$ cat src/rtl/bcd_counter.sv
// Multi-digit packed-BCD up/down counter with synchronous load, wrap or
// saturate at the decimal limits, and one-cycle rollover / load-error pulses.
module bcd_counter #(
  parameter int DIGITS = 3
) (
  input  logic                  clk,
  input  logic                  rst,
  input  logic                  en,
  input  logic                  up,
  input  logic                  sat_mode,
  input  logic                  load,
  input  logic [4*DIGITS-1:0]   load_val,
  output logic [4*DIGITS-1:0]   count,
  output logic                  rollover,
  output logic                  load_err,
  output logic                  at_max,
  output logic                  at_min
);

  localparam int W = 4 * DIGITS;
  localparam logic [W-1:0] ALL_NINES = {DIGITS{4'h9}};

  logic [W-1:0] count_q, count_d;
  logic         rollover_q, rollover_d;
  logic         load_err_q, load_err_d;

  logic [W-1:0] step_val;
  logic         carry_out;
  logic [W-1:0] load_clamped;
  logic         load_bad;

  // Clamp a non-decimal nibble (A..F) to 9.
  function automatic logic [3:0] clamp_digit(input logic [3:0] d);
    return (d > 4'd9) ? 4'd9 : d;
  endfunction

  // One decimal digit step: returns {carry/borrow out, new digit}.
  function automatic logic [4:0] step_digit(input logic [3:0] d,
                                            input logic       inc,
                                            input logic       cin);
    if (!cin)
      return {1'b0, d};
    if (inc)
      return (d == 4'd9) ? {1'b1, 4'd0} : {1'b0, d + 4'd1};
    return (d == 4'd0) ? {1'b1, 4'd9} : {1'b0, d - 4'd1};
  endfunction

  // Digit-serial ripple; carry_out set means the counter crossed a decimal limit.
  always_comb begin
    logic       c;
    logic [4:0] r;
    step_val = '0;
    c        = 1'b1;
    r        = '0;
    for (int i = 0; i < DIGITS; i++) begin
      r                  = step_digit(count_q[4*i +: 4], up, c);
      step_val[4*i +: 4] = r[3:0];
      c                  = r[4];
    end
    carry_out = c;
  end

  always_comb begin
    load_clamped = '0;
    load_bad     = 1'b0;
    for (int i = 0; i < DIGITS; i++) begin
      load_clamped[4*i +: 4] = clamp_digit(load_val[4*i +: 4]);
      if (load_val[4*i +: 4] > 4'd9)
        load_bad = 1'b1;
    end
  end

  always_comb begin
    count_d    = count_q;
    rollover_d = 1'b0;
    load_err_d = 1'b0;
    if (load) begin
      count_d    = load_clamped;
      load_err_d = load_bad;
    end else if (en) begin
      if (!carry_out) begin
        count_d = step_val;
      end else if (!sat_mode) begin
        count_d    = step_val;
        rollover_d = 1'b1;
      end
    end
  end

  always_ff @(posedge clk or posedge rst) begin
    if (rst) begin
      count_q    <= '0;
      rollover_q <= 1'b0;
      load_err_q <= 1'b0;
    end else begin
      count_q    <= count_d;
      rollover_q <= rollover_d;
      load_err_q <= load_err_d;
    end
  end

  assign count    = count_q;
  assign rollover = rollover_q;
  assign load_err = load_err_q;
  assign at_max   = (count_q == ALL_NINES);
  assign at_min   = (count_q == '0);

endmodule

$ cat config.mk
export PLATFORM = sky130hd
export DESIGN_NAME = bcd_counter
export DESIGN_NICKNAME = d
export VERILOG_FILES = /design/src/rtl/bcd_counter.sv
export SDC_FILE = /design/constraint.sdc
export NUM_CORES = 1
export LEC_CHECK = 0
export BUFFER_PORTS_ARGS = -buffer_cell sky130_fd_sc_hd__buf_2
export CAP_MARGIN = 20
export CORE_MARGIN = 4
export CORE_UTILIZATION = 25
export CTS_CLUSTER_SIZE = 40
export DETAILED_ROUTE_END_ITERATION = 10
export PLACE_DENSITY_LB_ADDON = 0.1
export SLEW_MARGIN = 0
export SYNTH_ARGS = -nofsm -noshare
export SYNTH_HDL_FRONTEND = slang
export SYNTH_SLANG_ARGS = --single-unit
$ cat constraint.sdc
create_clock -name clk -period 2.2 [get_ports clk]
set_input_delay 0.11 -clock clk [delete_from_list [all_inputs] [get_ports clk]]
set_output_delay 0.11 -clock clk [all_outputs]
set_load 0.01 [all_outputs]
### Word level (Yosys, flattened, before mapping)

Index checks and enable logic that the tools add are counted.

* bits in registers: 14
* input bits: 18
* output and inout port bits: 16
* logic and storage cells: 57

* add/sub/neg operators: 6
* order comparisons: 3
* equal/unequal tests: 5
* multiplexer cells: 34
* reductions and logical operators: 6

Operator list (number)
* 2-to-1 mux 5 bit: 16
* 2-to-1 mux 12 bit: 4
* adder 4 x 1 -> 4 bit (second input constant): 3
* == test 12 bit (second input constant): 1
* == test 4 bit (second input constant): 3
* > comparator 4 bit (second input constant): 3
* logical NOT 12 bit: 1
* logical NOT 4 bit: 3
* 2-to-1 mux 4 bit: 3
* subtractor 4 x 1 -> 4 bit (second input constant): 3
* 2-to-1 mux 1 bit: 11
* != test 3 bit (second input constant): 1
* AND reduction 2 bit: 1
* nonzero test 2 bit: 1

### Longest topological paths before layout

* depth after elaboration: 16
* depth in mapped cells: 7
* mapped depth without buffers: 7

### Worst setup path after synthesis

OpenSTA, ideal clock, no wires.

* path type: register to register
* start: reg count_q[4], in the netlist count[4]
* end: reg count_q[6], in the netlist count[6]
* data arrival time: 1985 ps
* data required time: 2072 ps
* path slack: 87 ps
* stages on the path, launching flop included: 8
* path buffers: 0
* clock period less this slack: 2113 ps
* cell sequence: dfrtp_1 inv_1 ha_1 or3b_4 a21oi_4 a41oi_2 nor2_4 mux2_1

* word-level cells in the longest chain between the ends: 9
* elaborated cells between the ends (all ways): 16
* classes of those cells: 2 x add/sub; 2 x eq/ne; 10 x mux; 2 x reduce/logical

Ends and longest elaborated chain
* start, declared: line 23 `logic [W-1:0] count_q, count_d;`
* start signal, assigned: line 96 `count_q <= count_d;`
* adder 4 x 1 -> 4 bit or == test 4 bit (tied branches): line 44 `return (d == 4'd9) ? {1'b1, 4'd0} : {1'b0, d + 4'd1};`
* 2-to-1 mux 5 bit: line 44
* 2-to-1 mux 5 bit: line 43 `if (inc)`
* 2-to-1 mux 5 bit *: line 45 `return (d == 4'd0) ? {1'b1, 4'd9} : {1'b0, d - 4'd1};`
* 2-to-1 mux 5 bit *: line 43
* 2-to-1 mux 12 bit or 2-to-1 mux 5 bit (tied branches): line 83, 43
* 2-to-1 mux 12 bit: line 81 `if (!carry_out) begin`
* 2-to-1 mux 12 bit: line 80 `end else if (en) begin`
* 2-to-1 mux 12 bit: line 77 `if (load) begin`

Mark *: on every way between the ends. The rest lies on a longest branch, timed or not. The select of a mux whose other input is x is not followed.
A chain may end at the register's enable or synchronous reset.

### Final worst setup path

* start: reg count_q[5], in the netlist count[5]
* end: reg count_q[6], in the netlist count[6]

Same word-level chain as after synthesis.

==> flow_summary.toml <==
[outcome]
run_status = "finished clean"

[detailed_routing]
post_drt_via_cell_ratio = 4.982
drt_first_iter_violations = 94
vias = 1375
detail_route.wl_per_cell_microns = 14.61
antenna_violating_nets_post_route = 0
detailedRoute.firstPassIterationCount = 4
route.detailed.drc = 0
wl_microns = 4032

[synth]
post-synth-top-area-fraction_pct = 25.00
synth-edff-count = 0
post_synth_xor_area_fraction_pct = 3.750
ff_latch_count_synth = 14
synth.net_count = 194
synth_compound_area_share_pct = 27.23
yosys.cell_count.top_type = "sky130_fd_sc_hd__nand2_1"
mappedNetlistArea_sq_um = 1401
synthDistinctLibCells = 53
synth_top_cell_by_area = "sky130_fd_sc_hd__dfrtp_1"
synth_top_family_by_area = "compound AO/OA/AOI/OAI gates"
synth_flop_cell = "sky130_fd_sc_hd__dfrtp_1"
synth_simple_gate_area_share_pct = 25.27
synth.mux.area_fraction_pct = 7.500
synth.avg_cell_area_sq_um = 8.147
synth-async-reset-ratio_pct = 100.0
netlist_instances = 172
post_synth_fa_ha_maj_area_fraction_pct = 3.571
netlist_top_cells_count = "sky130_fd_sc_hd__nand2_1, sky130_fd_sc_hd__o21ai_0, sky130_fd_sc_hd__dfrtp_1"
synth.yosys.warnings = 0
sequential_share_of_the_synthesized_area_pct = 25.00
synth_top_cells_by_area = "sky130_fd_sc_hd__dfrtp_1, sky130_fd_sc_hd__o21ai_0, sky130_fd_sc_hd__nand2_1"

[global_route]
grt.met3_usage_pct = 2.277
grt_antenna_before_repair = 0
globalRouteOverflowTotal = 0
grt_pass1_vias = 1318
grt_start_max_net_pins = 30
gr-usage-all-layers_pct = 11.78
gr-usage-met1_pct = 17.25
global_route.peak_usage_layer = "met2"
groute.layer.met2.usage_pct = 17.27
grt_first_pass_wirelength_microns = 6706

[layout]
num-fill-cells = 554
final_nets = 229
layout-drive-gt1-share_pct = 29.61
antenna_cells = 0
layout-area-overhead-vs-synth_pct = 22.95
multi_input_comb_area_sq_um = 945.9
fin_util_pct = 32.69
sequential_standard_cell_area_sq_um = 350.3
layout.cell_area.non_filler_sq_um = 1723

[sta]
hold_violations = 0
worstMarginPinSlew_ns = 0.6239
finalSetupTns_ns = 0
max_slew_margin_pct = 58.36
fin_worst_skew_ns = 0.004493
setup_viol = 0
timing.final.crit_share_pct = 94.15
final_min_period_ns = 2.071
unrepaired_setup_endpoints_after_global_routing = "false"
timing.fmax_ghz = 0.4828
slew_violations = 0

[floorplan]
placement_rows = 26
start_util_pct = 26.59
die_width_microns = 82.87
boundaryPins = 34
floorplan.die_area_sq_um = 6867
core_area_sq_um = 5270
die_h_microns = 82.87

[cts]
clock_sink_count = 14
root_buffer_master = "sky130_fd_sc_hd__clkbuf_8"
tritoncts = "built"
clock_latency_ns = 0.25
cts_setup_buffers = 0
clk_pin_slew_worst_paths_ns = 0.07
cts_htree_levels = 1
cts_inserted_buffers = 3
clockBufferDepth = 2

[hold_path]
min-delay-start = "load_val[1]"
min_path_cells = 3
min-delay-path-class = "in -> reg"
hold_end = "count[1]"

[placement]
place_area_sq_um = 1655
dp_hpwl_microns = 3087
place_congestion = 0.7705
io_buffers = 33

[critical_path]
regToRegStartpoint = "count[5]"
critPathRequiredTime_ns = 2.33
timing.setup.critical_path_class = "reg -> reg"
worstSetupStartpointType = "flop"
worst-endpoint-arrival_ns = 2.20
cp_max_fo = 4
setup.worst_path.end_class = "flop"
critical_path.reg2reg.endpoint = "count[6]"
ff2ff_setup_slack_ns = 0.13
worst-r2r-cell-count = 7

[power_and_ir_drop]
power.density_cell_area_nw_per_um2 = 581.4
vdd.ir_drop.worst_mv = 0.2213
fin_total_pwr_w = 0.001002
static-leakage-power_nw = 0.7533

[run]
maxCapViolCount = 0
[metal layers]
layer | share of wire [%] | vias up
met5 | 0 | -
met4 | 0.50 | 0
met3 | 5.4 | 2
met2 | 43 | 40
li1 | - | 691
met1 | 51 | 642
[critical path, cell delays in order, from the launching register on]
cell and delay (ns):
sky130_fd_sc_hd__dfrtp_1 0.37, sky130_fd_sc_hd__inv_1 0.11, sky130_fd_sc_hd__ha_2 0.21, sky130_fd_sc_hd__or3b_4 0.41, sky130_fd_sc_hd__a21oi_4 0.19, sky130_fd_sc_hd__a41oi_2 0.19
sky130_fd_sc_hd__nor2_4 0.13, sky130_fd_sc_hd__mux2_1 0.33
[flip-flops by register name, summed over array words and instances (netlist names)]
| name | cells |
|---|---|
| count | 12 |
| rollover | 1 |
| load_err | 1 |
[cell type report]
class,count,share of cell area [%]
Timing Repair Buffer,44,14.52
Tap cell,70,5.084
Sequential cell,14,20.33
Inverter,9,1.961
Multi-Input combinational cell,135,54.90
Clock buffer,4,3.195
[kinds of logic (layout without fill, tap and decap cells)]
logic type	Yosys count	in the layout
and+or+nand+nor	63	63
AOI/OAI and AO/OA	52	52
buffers and inverters	23	57
DFF	14	14
muxes	10	10
xor gates and xnor gates	6	6
adders and majority gates	4	4
[power breakdown]
part           total (W)  switching (W)  internal, W
registers       0.000322      0.0000375     0.000284
logic           0.000419       0.000231     0.000188
clock network   0.000261       0.000102     0.000159
[metrics by stage]
stage | cells | hold slack [ns] | setup slack (ns)
after floorplan | 172 | -0.0007809 | 0.08707
after global placement | 271 | 0.2143 | 0.1627
after detailed placement | 271 | 0.2238 | 0.1256
after CTS | 276 | 0.08179 | 0.1029
after global routing | 276 | 0.1124 | 0.01131
final | 276 | 0.08695 | 0.1286
[worst max path at each step]
stage	startpoint	end	slack [ns]	cells after the start
after global routing	count[5]	count[6]	0.01	7
after CTS	count[5]	count[6]	0.10	7
after global placement	count[5]	count[6]	0.16	7
final	count[5]	count[6]	0.13	7
after floorplan	count[4]	count[6]	0.09	7
after detailed placement	count[5]	count[6]	0.13	7
[placed cells by master, fill, tap and decap left out, types with 2 or more instances in the layout]
cell                       Yosys  layout
sky130_fd_sc_hd__buf_2         4      33
sky130_fd_sc_hd__nand2_1      18      18
sky130_fd_sc_hd__o21ai_0      16      16
sky130_fd_sc_hd__dfrtp_1      14      14
sky130_fd_sc_hd__buf_4         2      10
sky130_fd_sc_hd__inv_1         9       9
sky130_fd_sc_hd__nand3_1       8       8
sky130_fd_sc_hd__nor2b_1       7       7
sky130_fd_sc_hd__mux2i_1       6       6
sky130_fd_sc_hd__nor2_1        6       6
sky130_fd_sc_hd__o21a_1        5       5
sky130_fd_sc_hd__a21oi_1       4       4
sky130_fd_sc_hd__a221oi_1      4       4
sky130_fd_sc_hd__xnor2_1       4       4
sky130_fd_sc_hd__clkbuf_8      0       4
sky130_fd_sc_hd__nand2b_1      3       3
sky130_fd_sc_hd__o21ai_1       3       3
sky130_fd_sc_hd__mux2_2        3       3
sky130_fd_sc_hd__o21bai_1      3       3
sky130_fd_sc_hd__ha_1          4       3
sky130_fd_sc_hd__or3_1         2       2
sky130_fd_sc_hd__nor3_2        2       2
sky130_fd_sc_hd__nor4_1        2       2
sky130_fd_sc_hd__nor3_1        2       2
sky130_fd_sc_hd__o22ai_1       2       2
sky130_fd_sc_hd__a22o_1        2       2
sky130_fd_sc_hd__nand4b_1      2       2
sky130_fd_sc_hd__or4_1         2       2
sky130_fd_sc_hd__nand3b_1      2       2
sky130_fd_sc_hd__xor2_1        2       2
[timing repair]
action | CTS | global route
endpoints found under the hold margin | 14 | 0
gates resized for setup | 0 | 1
hold buffers | 1 | 0
setup endpoints to repair | 0 | 1
No activity file was read; power rests on OpenSTA's default activity.
